<file path="config.mk">
export PLATFORM = sky130hd
export DESIGN_NAME = lcd_nibble_rx_flat
export DESIGN_NICKNAME = d
export VERILOG_FILES = /design/src/rtl/lcd_nibble_rx_if.sv /design/src/rtl/lcd_nibble_rx.sv /design/src/flat_wrapper.sv
export SDC_FILE = /design/constraint.sdc
export NUM_CORES = 1
export LEC_CHECK = 0
export BUFFER_PORTS_ARGS = -buffer_cell sky130_fd_sc_hd__buf_2
export CORE_MARGIN = 4
export CORE_UTILIZATION = 63
export CTS_BUF_LIST = sky130_fd_sc_hd__clkbuf_4
export CTS_CLUSTER_SIZE = 25
export DETAILED_ROUTE_END_ITERATION = 6
export PLACE_DENSITY = 0.84
export SYNTH_ARGS = -nofsm -noshare
export SYNTH_HDL_FRONTEND = slang
export SYNTH_SLANG_ARGS = --single-unit
</file>
<file path="constraint.sdc">
create_clock -name clk -period 2.35 [get_ports clk]
set_input_delay 0.705 -clock clk [delete_from_list [all_inputs] [get_ports clk]]
set_output_delay 0.705 -clock clk [all_outputs]
set_load 0.03 [all_outputs]
</file>
<file path="src/rtl/lcd_nibble_rx_if.sv">
// rtl/lcd_nibble_rx_if.sv - LCD_EN/LCD_RS/DATA[7:4] link between the LCD writer and the panel receiver
interface lcd_nibble_rx_if;
  logic       lcd_en;
  logic       lcd_rs;
  logic [3:0] lcd_data;

  modport master (output lcd_en, output lcd_rs, output lcd_data);
  modport slave  (input  lcd_en, input  lcd_rs, input  lcd_data);
endinterface

</file>
<file path="src/rtl/lcd_nibble_rx.sv">
// rtl/lcd_nibble_rx.sv - HD44780-style 4-bit LCD receiver with command subset and display RAM
module lcd_nibble_rx #(
  parameter int DEPTH = 16,
  parameter int AW    = $clog2(DEPTH)
) (
  input  logic          clk,
  input  logic          rst,
  lcd_nibble_rx_if.slave lcd,
  output logic          byte_valid,
  output logic [7:0]    byte_out,
  output logic          byte_rs,
  output logic          four_bit,
  output logic          busy,
  output logic          overrun,
  output logic [AW-1:0] cursor,
  input  logic [AW-1:0] rd_addr,
  output logic [7:0]    rd_data
);

  typedef enum logic {S_CLEAR, S_RUN} state_t;

  state_t        state, state_next;
  logic          en_s1, en_s, en_d;
  logic          rs_s1, rs_s;
  logic [3:0]    data_s1, data_s;
  logic [3:0]    nib_hold;
  logic          rs_hold;
  logic [3:0]    hi_nib;
  logic          phase_lo;
  logic          id;
  logic          clr_req;
  logic [AW-1:0] clr_idx;
  logic          clr_last;
  logic [7:0]    mem [DEPTH];

  logic          fall;
  logic          complete;
  logic [7:0]    cmp_byte;
  logic          exec;
  logic          wr_data;
  logic          cmd_clear;
  logic          cmd_home;
  logic          cmd_entry;
  logic          cmd_addr;
  logic          cmd_func;

  // Two-flop synchronisers for the strobe and bus, plus a delayed EN for edge detection
  always_ff @(posedge clk) begin
    if (rst) begin
      en_s1   <= 1'b0;
      en_s    <= 1'b0;
      en_d    <= 1'b0;
      rs_s1   <= 1'b0;
      rs_s    <= 1'b0;
      data_s1 <= 4'h0;
      data_s  <= 4'h0;
    end else begin
      en_s1   <= lcd.lcd_en;
      en_s    <= en_s1;
      en_d    <= en_s;
      rs_s1   <= lcd.lcd_rs;
      rs_s    <= rs_s1;
      data_s1 <= lcd.lcd_data;
      data_s  <= data_s1;
    end
  end

  assign fall = en_d & ~en_s;

  // Track the bus while EN is high so the values just before the fall are kept
  always_ff @(posedge clk) begin
    if (rst) begin
      nib_hold <= 4'h0;
      rs_hold  <= 1'b0;
    end else if (en_s) begin
      nib_hold <= data_s;
      rs_hold  <= rs_s;
    end
  end

  // Byte assembly and command decode; commands only execute while running
  always_comb begin
    complete  = 1'b0;
    cmp_byte  = 8'h00;
    if (fall) begin
      if (!four_bit) begin
        complete = 1'b1;
        cmp_byte = {nib_hold, 4'h0};
      end else if (phase_lo) begin
        complete = 1'b1;
        cmp_byte = {hi_nib, nib_hold};
      end
    end
    exec      = complete && (state == S_RUN);
    wr_data   = exec && rs_hold;
    cmd_clear = exec && !rs_hold && (cmp_byte == 8'h01);
    cmd_home  = exec && !rs_hold && (cmp_byte[7:1] == 7'h01);
    cmd_entry = exec && !rs_hold && (cmp_byte[7:2] == 6'h01);
    cmd_addr  = exec && !rs_hold && cmp_byte[7];
    cmd_func  = exec && !rs_hold && !four_bit && (cmp_byte[7:4] == 4'h2);
  end

  // Interface width and nibble phase; a function-set in 8-bit mode realigns to the high nibble
  always_ff @(posedge clk) begin
    if (rst) begin
      four_bit <= 1'b0;
      phase_lo <= 1'b0;
      hi_nib   <= 4'h0;
    end else begin
      if (fall && four_bit) begin
        if (!phase_lo) begin
          hi_nib   <= nib_hold;
          phase_lo <= 1'b1;
        end else begin
          phase_lo <= 1'b0;
        end
      end
      if (cmd_func) begin
        four_bit <= 1'b1;
        phase_lo <= 1'b0;
      end
    end
  end

  // Completed-byte outputs; overrun flags a byte that lands while clearing
  always_ff @(posedge clk) begin
    if (rst) begin
      byte_valid <= 1'b0;
      byte_out   <= 8'h00;
      byte_rs    <= 1'b0;
      overrun    <= 1'b0;
      clr_req    <= 1'b0;
    end else begin
      byte_valid <= complete;
      overrun    <= complete && (state == S_CLEAR);
      clr_req    <= cmd_clear;
      if (complete) begin
        byte_out <= cmp_byte;
        byte_rs  <= rs_hold;
      end
    end
  end

  assign clr_last = (clr_idx == AW'(DEPTH - 1));

  // FSM state register
  always_ff @(posedge clk) begin
    if (rst) state <= S_CLEAR;
    else     state <= state_next;
  end

  // FSM next-state: clear sweeps the whole RAM once, then returns to normal operation
  always_comb begin
    state_next = state;
    case (state)
      S_CLEAR: if (clr_last) state_next = S_RUN;
      S_RUN:   if (clr_req)  state_next = S_CLEAR;
      default: state_next = S_CLEAR;
    endcase
  end

  // FSM outputs
  always_comb begin
    busy = (state == S_CLEAR);
  end

  // Clear index restarts from 0 every time CLEAR is entered
  always_ff @(posedge clk) begin
    if (rst || state != S_CLEAR) clr_idx <= '0;
    else                         clr_idx <= clr_idx + AW'(1);
  end

  // Address counter and increment/decrement direction
  always_ff @(posedge clk) begin
    if (rst) begin
      cursor <= '0;
      id     <= 1'b1;
    end else if (state == S_CLEAR && clr_last) begin
      cursor <= '0;
      id     <= 1'b1;
    end else if (wr_data) begin
      cursor <= id ? cursor + AW'(1) : cursor - AW'(1);
    end else if (cmd_home) begin
      cursor <= '0;
    end else if (cmd_entry) begin
      id <= cmp_byte[1];
    end else if (cmd_addr) begin
      cursor <= cmp_byte[AW-1:0];
    end
  end

  // Display RAM write port: clear pattern has priority, data writes only while running
  always_ff @(posedge clk) begin
    if (state == S_CLEAR)  mem[clr_idx] <= 8'h20;
    else if (wr_data)      mem[cursor]  <= cmp_byte;
  end

  // Registered read port
  always_ff @(posedge clk) begin
    if (rst) rd_data <= 8'h00;
    else     rd_data <= mem[rd_addr];
  end

endmodule

</file>
<file path="src/flat_wrapper.sv">
// flat-port wrapper written by rule: the top's interface ports become plain ports
module lcd_nibble_rx_flat 
#(
  parameter int DEPTH = 16,
  parameter int AW    = $clog2(DEPTH)
)
  (clk, rst, byte_valid, byte_out, byte_rs, four_bit, busy, overrun, cursor, rd_addr, rd_data, lcd_lcd_en, lcd_lcd_rs, lcd_lcd_data);
  lcd_nibble_rx_if lcd_i ();
  input  logic clk;
  input  logic rst;
  output logic byte_valid;
  output logic [7:0] byte_out;
  output logic byte_rs;
  output logic four_bit;
  output logic busy;
  output logic overrun;
  output logic [AW-1:0] cursor;
  input  logic [AW-1:0] rd_addr;
  output logic [7:0] rd_data;
  input wire logic [$bits(lcd_i.lcd_en)-1:0] lcd_lcd_en;
  input wire logic [$bits(lcd_i.lcd_rs)-1:0] lcd_lcd_rs;
  input wire logic [$bits(lcd_i.lcd_data)-1:0] lcd_lcd_data;
  assign lcd_i.lcd_en = lcd_lcd_en;
  assign lcd_i.lcd_rs = lcd_lcd_rs;
  assign lcd_i.lcd_data = lcd_lcd_data;
  lcd_nibble_rx #(.DEPTH(DEPTH), .AW(AW)) u_core (.clk(clk), .rst(rst), .lcd(lcd_i), .byte_valid(byte_valid), .byte_out(byte_out), .byte_rs(byte_rs), .four_bit(four_bit), .busy(busy), .overrun(overrun), .cursor(cursor), .rd_addr(rd_addr), .rd_data(rd_data));
endmodule
</file>
==> summary.md, run 1 <==
| Metric | Value |
|---|---|
| Simple-gate area share of the yosys netlist | 0.0956 |
| Remaining routing DRC violations | 0 |
| CP startpoint kind | register |
| Final setup vio count | 0 |
| CP top delay family | simple AND/OR/NAND/NOR gates |
| Cells after DPL | 656 |
| Async S/R FF share, synth | 0 |
| Hold Vio Cnt, Final | 0 |
| Avg WL per Cell | 21.9 um |
| Main combinational cell family by area after synthesis | multiplexers |
| Seq cells post-synth | 182 |
| CTS sink cnt | 182 |
| Mapped Avg Cell Area | 15.4 um^2 |
| Worst-Skew Late Latency | 0.57 ns |
| Sw frac | 0.220 |
| Clock Skews | 0.0132 ns |
| Slowest-stage cell, CP | dfxtp_1 |
| CTS Hold Buffers Added | 0 |
| Die Span X | 116 um |
| Share of cells above drive strength 1 | 0.246 |
| Critical Path Max Stage Delay | 0.35 ns |
| Vias | 4303 |
| RSZ-0062 raised after global routing | false |
| Post-synthesis compound-gate area fraction | 0.0510 |
| Leakage | 2.59 nW |
| Net Count, Synth | 488 |
| Slew Viols, Final | 0 |
| Synthesized area | 7290 um^2 |
| Clk pwr share | 0.280 |
| TritonCTS Buffers | 17 |
| Share of the synthesized area in the top cell type | 0.527 |
| Area delta synth->final | 10.2% |
| Post-synth top cells | edfxtp_1 (128), dfxtp_1 (54), nor2_1 (47) |
| First-pass GRT wire length | 23.4 mm |
| Core area | 11400 um^2 |
| Yosys warns | 0 |
| Drt initial violations | 448 |
| Sequential share of power | 0.661 |
| Comb power frac | 0.060 |
| Post-route ant nets | 0 |
| Synth area leader | edfxtp_1 |
| Psw | 1.17 mW |
| Vias in the first global route | 4197 |
| Die area | 13400 um^2 |
| Crit-path cells | buf_4, nand2b_1, nand2b_2, nor3b_1, a31oi_1, nor2_1, buf_4 |
| Number of diodes | 0 |
| Count of maximum capacitance violations | 0 |
| Detailed Routing Iterations Pass 1 | 5 |
| Worst Path Arrival | 2.44 ns |
| Top cells by area, synth | edfxtp_1 (53%), dfxtp_1 (15%), mux4_2 (9.0%) |
| Crit-path max FO | 21 |
| Sequential element share of the synthesized area | 0.676 |
| Total Power | 5.30 mW |
| Adder-cell area share of the yosys netlist | 0.00790 |
| Internal power | 4.13 mW |
| Mux share of post-synthesis cell area | 0.139 |
| HP Class | input pin to register |
| Worst VDD drop | 0.000446 V |
| Port Buffers | 36 |
| Final period util | 0.922 |
| Non-Filler Instances | 688 |
| Clock transition at the registers of the reported paths | 0.13 ns |
| Largest net degree at the start of global routing | 36 |
| Number of top-level pins | 37 |
| Worst-margin pin slew | 0.649 ns |
| Yosys cell types | 47 |
| Critical Path RT | 2.62 ns |
| Post-layout min period | 2.17 ns |
| Cells after synthesis | 472 |
| CP most frequent cell | buf_4 |
| Root buffer cell | clkbuf_4 |
| Total congestion overflow | 0 |
| CTS Buffer Depth | 2 |
| WS Path Type | register to register |
| CTS tree | done |
| CTS H-tree depth | 4 |
| Die height | 116 um |
| RD Place Congestion | 0.840 |
| Final layout net count | 548 |
| Buffers and inverters on the worst path | 2 |
| Initial Utilization | 0.641 |
| Post-DP HPWL | 9.86 mm |
| DR vias/cell | 6.25 |
| Slew HR | 0.567 |
| Number of synthesized flops with an enable pin | 128 |
| Pwr Density | 660 nW/um^2 |
| Main synth FF type | edfxtp_1 |
| Fmax | 0.462 GHz |
| Outcome | finished clean |
| CP Capture Type | register |
| Initial antenna violation count | 0 |
| Routed WL | 15.1 mm |
| Site row count | 39 |
| XOR/XNOR Fraction of Synth Area | 0.00481 |
| Most frequent cell after synthesis | edfxtp_1 |
| GRT Resource Usage Total | 0.245 |
==> cell usage in the layout (no fill, tap or decap), types with 2 or more instances in the layout <==
cell type | synthesis | routed
edfxtp_1 | 128 | 128
dfxtp_1 | 54 | 54
nor2_1 | 47 | 44
buf_2 | 7 | 36
mux4_2 | 29 | 29
buf_4 | 1 | 28
nor2b_1 | 25 | 25
nand2_1 | 22 | 22
clkbuf_4 | 0 | 19
a21oi_1 | 18 | 17
o21ai_0 | 14 | 14
inv_1 | 11 | 11
mux4_1 | 11 | 11
nand3_1 | 9 | 9
nor3_1 | 7 | 7
mux2i_1 | 7 | 7
a211oi_1 | 7 | 7
a31oi_1 | 6 | 6
a22oi_1 | 6 | 6
nand2b_1 | 6 | 5
clkinv_2 | 0 | 5
clkinv_1 | 0 | 4
buf_12 | 0 | 4
nor2_2 | 0 | 3
and3_1 | 3 | 3
nor3b_1 | 3 | 3
xnor2_1 | 3 | 3
or3_1 | 3 | 3
ha_1 | 3 | 3
and2_1 | 2 | 2
a32oi_1 | 2 | 2
a311oi_1 | 2 | 2
nor2b_4 | 2 | 2
o211ai_1 | 2 | 2
clkinvlp_4 | 0 | 2
==> cells by family after synthesis <==
kind of cell | Yosys count
xor+xnor | 4
fa+ha+maj | 4
simple gates | 137
flops | 182
mux | 47
buf+inv | 38
compound gates | 60
==> layout make-up <==
class	count	area (um^2)
repair buffers	68	470
fillers	724	3330
flip-flops and latches	182	4920
multi-input cells	252	2190
clock buffers	19	143
clock inverters	13	90.1
well taps	143	179
inverters	11	41.3
==> power by group through the flow <==
stage	sequential (mW)	clock, mW	combinational, mW
after floorplan	3.59	0	0.189
after global placement	3.57	0	0.308
after detailed placement	3.58	0	0.319
after CTS	3.50	1.52	0.320
after global routing	3.51	1.67	0.340
final	3.50	1.48	0.317
==> metal layers <==
metal | GRT usage | vias up | share of wire
li1 | - | 1920 | -
met1 | 0.324 | 2160 | 0.39
met2 | 0.405 | 196 | 0.52
met3 | 0.0548 | 27 | 0.074
met4 | 0.0884 | 0 | 0.021
met5 | 0 | - | 0
==> through the flow <==
step | utilization | area (um^2) | setup TNS (ns) | hold slack [ns] | setup WS, ns
detailed placement | 0.685 | 7790 | -0.614 | 0.432 | -0.0636
global route | 0.707 | 8040 | 0 | 0.277 | 0.0510
CTS | 0.706 | 8030 | 0 | 0.296 | 0.0213
floorplan | - | 7290 | 0 | 0.414 | 0.144
finish | 0.707 | 8040 | 0 | 0.332 | 0.183
global placement | 0.685 | 7790 | 0 | 0.421 | 0.0138
==> worst reg2reg max path, stage by stage, from the launching register on <==
cell and delay, ns:
dfxtp_1 0.35, buf_4 0.22, nand2b_1 0.24, nand2b_2 0.23, nor3b_1 0.27, a31oi_1 0.12
nor2_1 0.20, buf_4 0.25
==> state kept, by name (all words and copies together) (netlist names), 4 cells and up <==
| signal | count |
|---|---|
| u_core.cursor | 4 |
| u_core.hi_nib | 4 |
| u_core.rd_data | 8 |
| u_core.byte_out | 8 |
| u_core.data_s1 | 4 |
| u_core.clr_idx | 4 |
| u_core.nib_hold | 4 |
| u_core.mem | 128 |
| u_core.data_s | 4 |
==> path summary, 6_finish.rpt <==
| path | from | endpoint | slack [ns] | cells past startpoint |
|---|---|---|---|---|
| worst min register to register | u_core.rs_s1 | u_core.rs_s | 0.46 | 1 |
| worst min-delay path | lcd_lcd_data[2] | u_core.data_s1[2] | 0.33 | 2 |
| worst max register to register | u_core.phase_lo | u_core.mem[2][5] | 0.18 | 7 |
| worst max-delay path | u_core.phase_lo | u_core.mem[2][5] | 0.18 | 7 |
==> timing repair <==
item,in CTS,in global routing
pin swaps,0,0
setup endpoints to repair,24,65
gates resized for setup,2,3
buffers inserted,0,0
No activity file was read; power rests on OpenSTA's default activity.
==> inputs of run 2 (changes only) <==
--- a/config.mk
+++ b/config.mk
@@ -5,12 +5,14 @@
 export SDC_FILE = /design/constraint.sdc
 export NUM_CORES = 1
 export LEC_CHECK = 0
+export ABC_AREA = 1
 export BUFFER_PORTS_ARGS = -buffer_cell sky130_fd_sc_hd__buf_2
 export CORE_MARGIN = 4
 export CORE_UTILIZATION = 63
 export CTS_BUF_LIST = sky130_fd_sc_hd__clkbuf_4
 export CTS_CLUSTER_SIZE = 25
 export DETAILED_ROUTE_END_ITERATION = 6
+export GPL_TIMING_DRIVEN = 0
 export PLACE_DENSITY = 0.84
 export SYNTH_ARGS = -nofsm -noshare
 export SYNTH_HDL_FRONTEND = slang
==> run 2 against run 1 <==
First-iteration DRC count grew 60%. Wire length grew 14%. Critical path type unchanged. Non-clock buffer count shrank 2. Die area shrank 0.29%. Final area grew 0.28%. Utilization grew 2.1 points. Highest routed layer unchanged. Critical endpoint is now u_core.mem[11][1]. Power grew 7.2%.
==> summary.md, run 2 <==
| Metric | Value |
|---|---|
| Hold Vio Cnt, Final | 0 |
| Routed WL | 17.1 mm |
| Site row count | 38 |
| CTS Hold Buffers Added | 0 |
| First-pass GRT wire length | 26.6 mm |
| Final period util | 0.991 |
| Async S/R FF share, synth | 0 |
| Crit-path max FO | 9 |
| Fmax | 0.430 GHz |
| Count of maximum capacitance violations | 0 |
| WS Path Type | register to register |
| Crit Reg-Reg Startpoint | u_core.en_s |
| Avg WL per Cell | 19.8 um |
| Vias | 5316 |
| Post-synth top cells | nor2_1 (130), edfxtp_1 (128), o21ai_0 (69) |
| Net Count, Synth | 670 |
| Cells after synthesis | 654 |
| CTS H-tree depth | 4 |
| Die Span X | 115 um |
| Final setup vio count | 0 |
| CTS sink cnt | 182 |
| CTS Buffer Depth | 2 |
| RSZ-0062 raised after global routing | true |
| Root buffer cell | clkbuf_4 |
| GRT Resource Usage Total | 0.269 |
| Worst Path Arrival | 2.55 ns |
| Port Buffers | 33 |
| Clock transition at the registers of the reported paths | 0.14 ns |
| Area delta synth->final | 10.9% |
| Commonest cells after routing, fill and taps aside | edfxtp_1 (128), nor2_1 (111), o21ai_0 (69) |
| Die area | 13300 um^2 |
| Synthesized area | 7270 um^2 |
| CP Capture Type | register |
| Top cells by area, synth | edfxtp_1 (53%), dfxtp_1 (15%), nor2_1 (6.7%) |
| Biggest regs | u_core.mem: 128 flops, u_core.byte_out: 8 flops, u_core.rd_data: 8 flops |
| Die height | 115 um |
| TritonCTS Buffers | 17 |
| FILL cells | 738 |
| Leakage | 2.74 nW |
| Commonest non-fill, non-tap cell in the layout | edfxtp_1 |
| Vias in the first global route | 5102 |
| Crit path launch | u_core.en_s |
| CTS tree | done |
| Mapped Avg Cell Area | 11.1 um^2 |
| Initial Utilization | 0.656 |
| Critical Path RT | 2.57 ns |
| Initial antenna violation count | 1 |
| Sequential element share of the synthesized area | 0.678 |
| Share of the synthesized area in the top cell type | 0.529 |
| Worst-margin pin slew | 0.864 ns |
| Outcome | finished clean |
| Hold Crit Start | lcd_lcd_data[1] |
| Pwr Density | 705 nW/um^2 |
| Largest Register | u_core.mem |
| CP startpoint kind | register |
| HP Class | input pin to register |
| Drt initial violations | 719 |
| Slew Viols, Final | 0 |
| DR vias/cell | 6.16 |
| Worst hold margin | 0.321 ns |
| Core area | 11100 um^2 |
| Post-layout util | 0.727 |
| Share of cells above drive strength 1 | 0.177 |
| Number of synthesized flops with an enable pin | 128 |
| Worst VDD drop | 0.000383 V |
| Detailed Routing Iterations Pass 1 | 5 |
| Most frequent cell after synthesis | nor2_1 |
| Largest register FFs | 128 |
| RD Place Congestion | 0.991 |
| Clock Skews | 0.0295 ns |
| Slew HR | 0.423 |
| Synth area leader | edfxtp_1 |
| Seq cells post-synth | 182 |
| Yosys cell types | 41 |
| Main synth FF type | edfxtp_1 |
| Post-route ant nets | 0 |
| Worst-Skew Late Latency | 0.57 ns |
| Number of top-level pins | 37 |
| Remaining routing DRC violations | 0 |
| Post-layout min period | 2.33 ns |
| Final layout net count | 725 |
| Total congestion overflow | 0 |
| Post-DP HPWL | 11.5 mm |
| Yosys warns | 0 |
| Largest net degree at the start of global routing | 17 |
## run 2: cell types whose count changed after synthesis, moves of 12 or more
| cell | previous run | this run |
|---|---|---|
| o21ai_0 | 14 | 69 |
| nand2_1 | 22 | 60 |
| clkbuf_1 | 10 | 25 |
| mux4_2 | 29 | 0 |
| inv_1 | 11 | 34 |
| o211ai_1 | 2 | 21 |
| o221ai_1 | 0 | 12 |
| nor2b_1 | 25 | 0 |
| nor2_1 | 47 | 130 |
## run 2: routing by layer
layer | part of all wire | GRT usage | up-vias
li1 | - | - | 2411
met1 | 0.38 | 0.351 | 2509
met2 | 0.48 | 0.435 | 344
met3 | 0.11 | 0.0626 | 52
met4 | 0.034 | 0.119 | 0
met5 | 0 | 0 | -
## run 2: area by class of cell
type	count	area [um^2]	area share
Sequential cell	182	4930	0.611
Multi-Input combinational cell	398	2140	0.265
Timing Repair Buffer	36	225	0.0280
Tap cell	140	175	0.0217
Inverter	44	166	0.0207
Clock inverter	13	153	0.0189
Clock buffer	19	143	0.0177
Buffer	30	130	0.0161
Antenna cell	1	2.50	0.000311
## run 2: critical path, stage by stage (launching register included)
cell and delay (ns):
dfxtp_1 0.39, clkinv_2 0.15, nand2_4 0.08, nor2_4 0.12, nand2_1 0.10, nand2_1 0.11, inv_1 0.19, nor2_2 0.17
nand2_1 0.22, nor2_2 0.45
## run 2: path summary, 6_finish.rpt
kind                       end  slack (ns)  cells after the start
max          u_core.mem[11][1]        0.02                      9
min          u_core.data_s1[1]        0.32                      3
max reg2reg  u_core.mem[11][1]        0.02                      9
min reg2reg   u_core.data_s[3]        0.42                      2
## run 2: stage by stage
| step | worst slack (ns) | power (mW) | TNS [ns] | cell area (um^2) | cells |
|---|---|---|---|---|---|
| detailed placement | -0.246 | 3.91 | -15.42 | 7610 | 827 |
| global placement | -0.108 | 3.90 | -4.03 | 7610 | 827 |
| CTS | -0.120 | 5.63 | -1.70 | 7960 | 859 |
| finish | 0.0221 | 5.68 | 0 | 8060 | 863 |
| floorplan | 0.148 | 3.79 | 0 | 7270 | 654 |
| global route | -0.137 | 5.85 | -6.34 | 8060 | 863 |
## run 2: power breakdown
group	switching, mW	total, mW	internal [mW]
logic	0.275	0.392	0.118
clock network	1.03	1.79	0.761
registers	0.0261	3.50	3.47
## run 2: cell families (layout without fill, tap and decap cells)
kind of cell    after synthesis  after routing  share of synthesized area
simple gates                245            245                      0.150
buf+inv                      74            142                     0.0408
flops                       182            182                      0.678
other cells                   0              1                          0
fa+ha+maj                     4              4                    0.00792
xor+xnor                      2              2                    0.00241
compound gates              147            147                      0.121
## run 2: what timing repair did
item | 4_1_cts | 5_1_grt
setup endpoints to repair | 212 | 144
setup buffers | 0 | 3
pin swaps | 0 | 3
gates cloned | 0 | 0
endpoints found under the hold margin | 0 | 0
gates resized for setup | 20 | 8
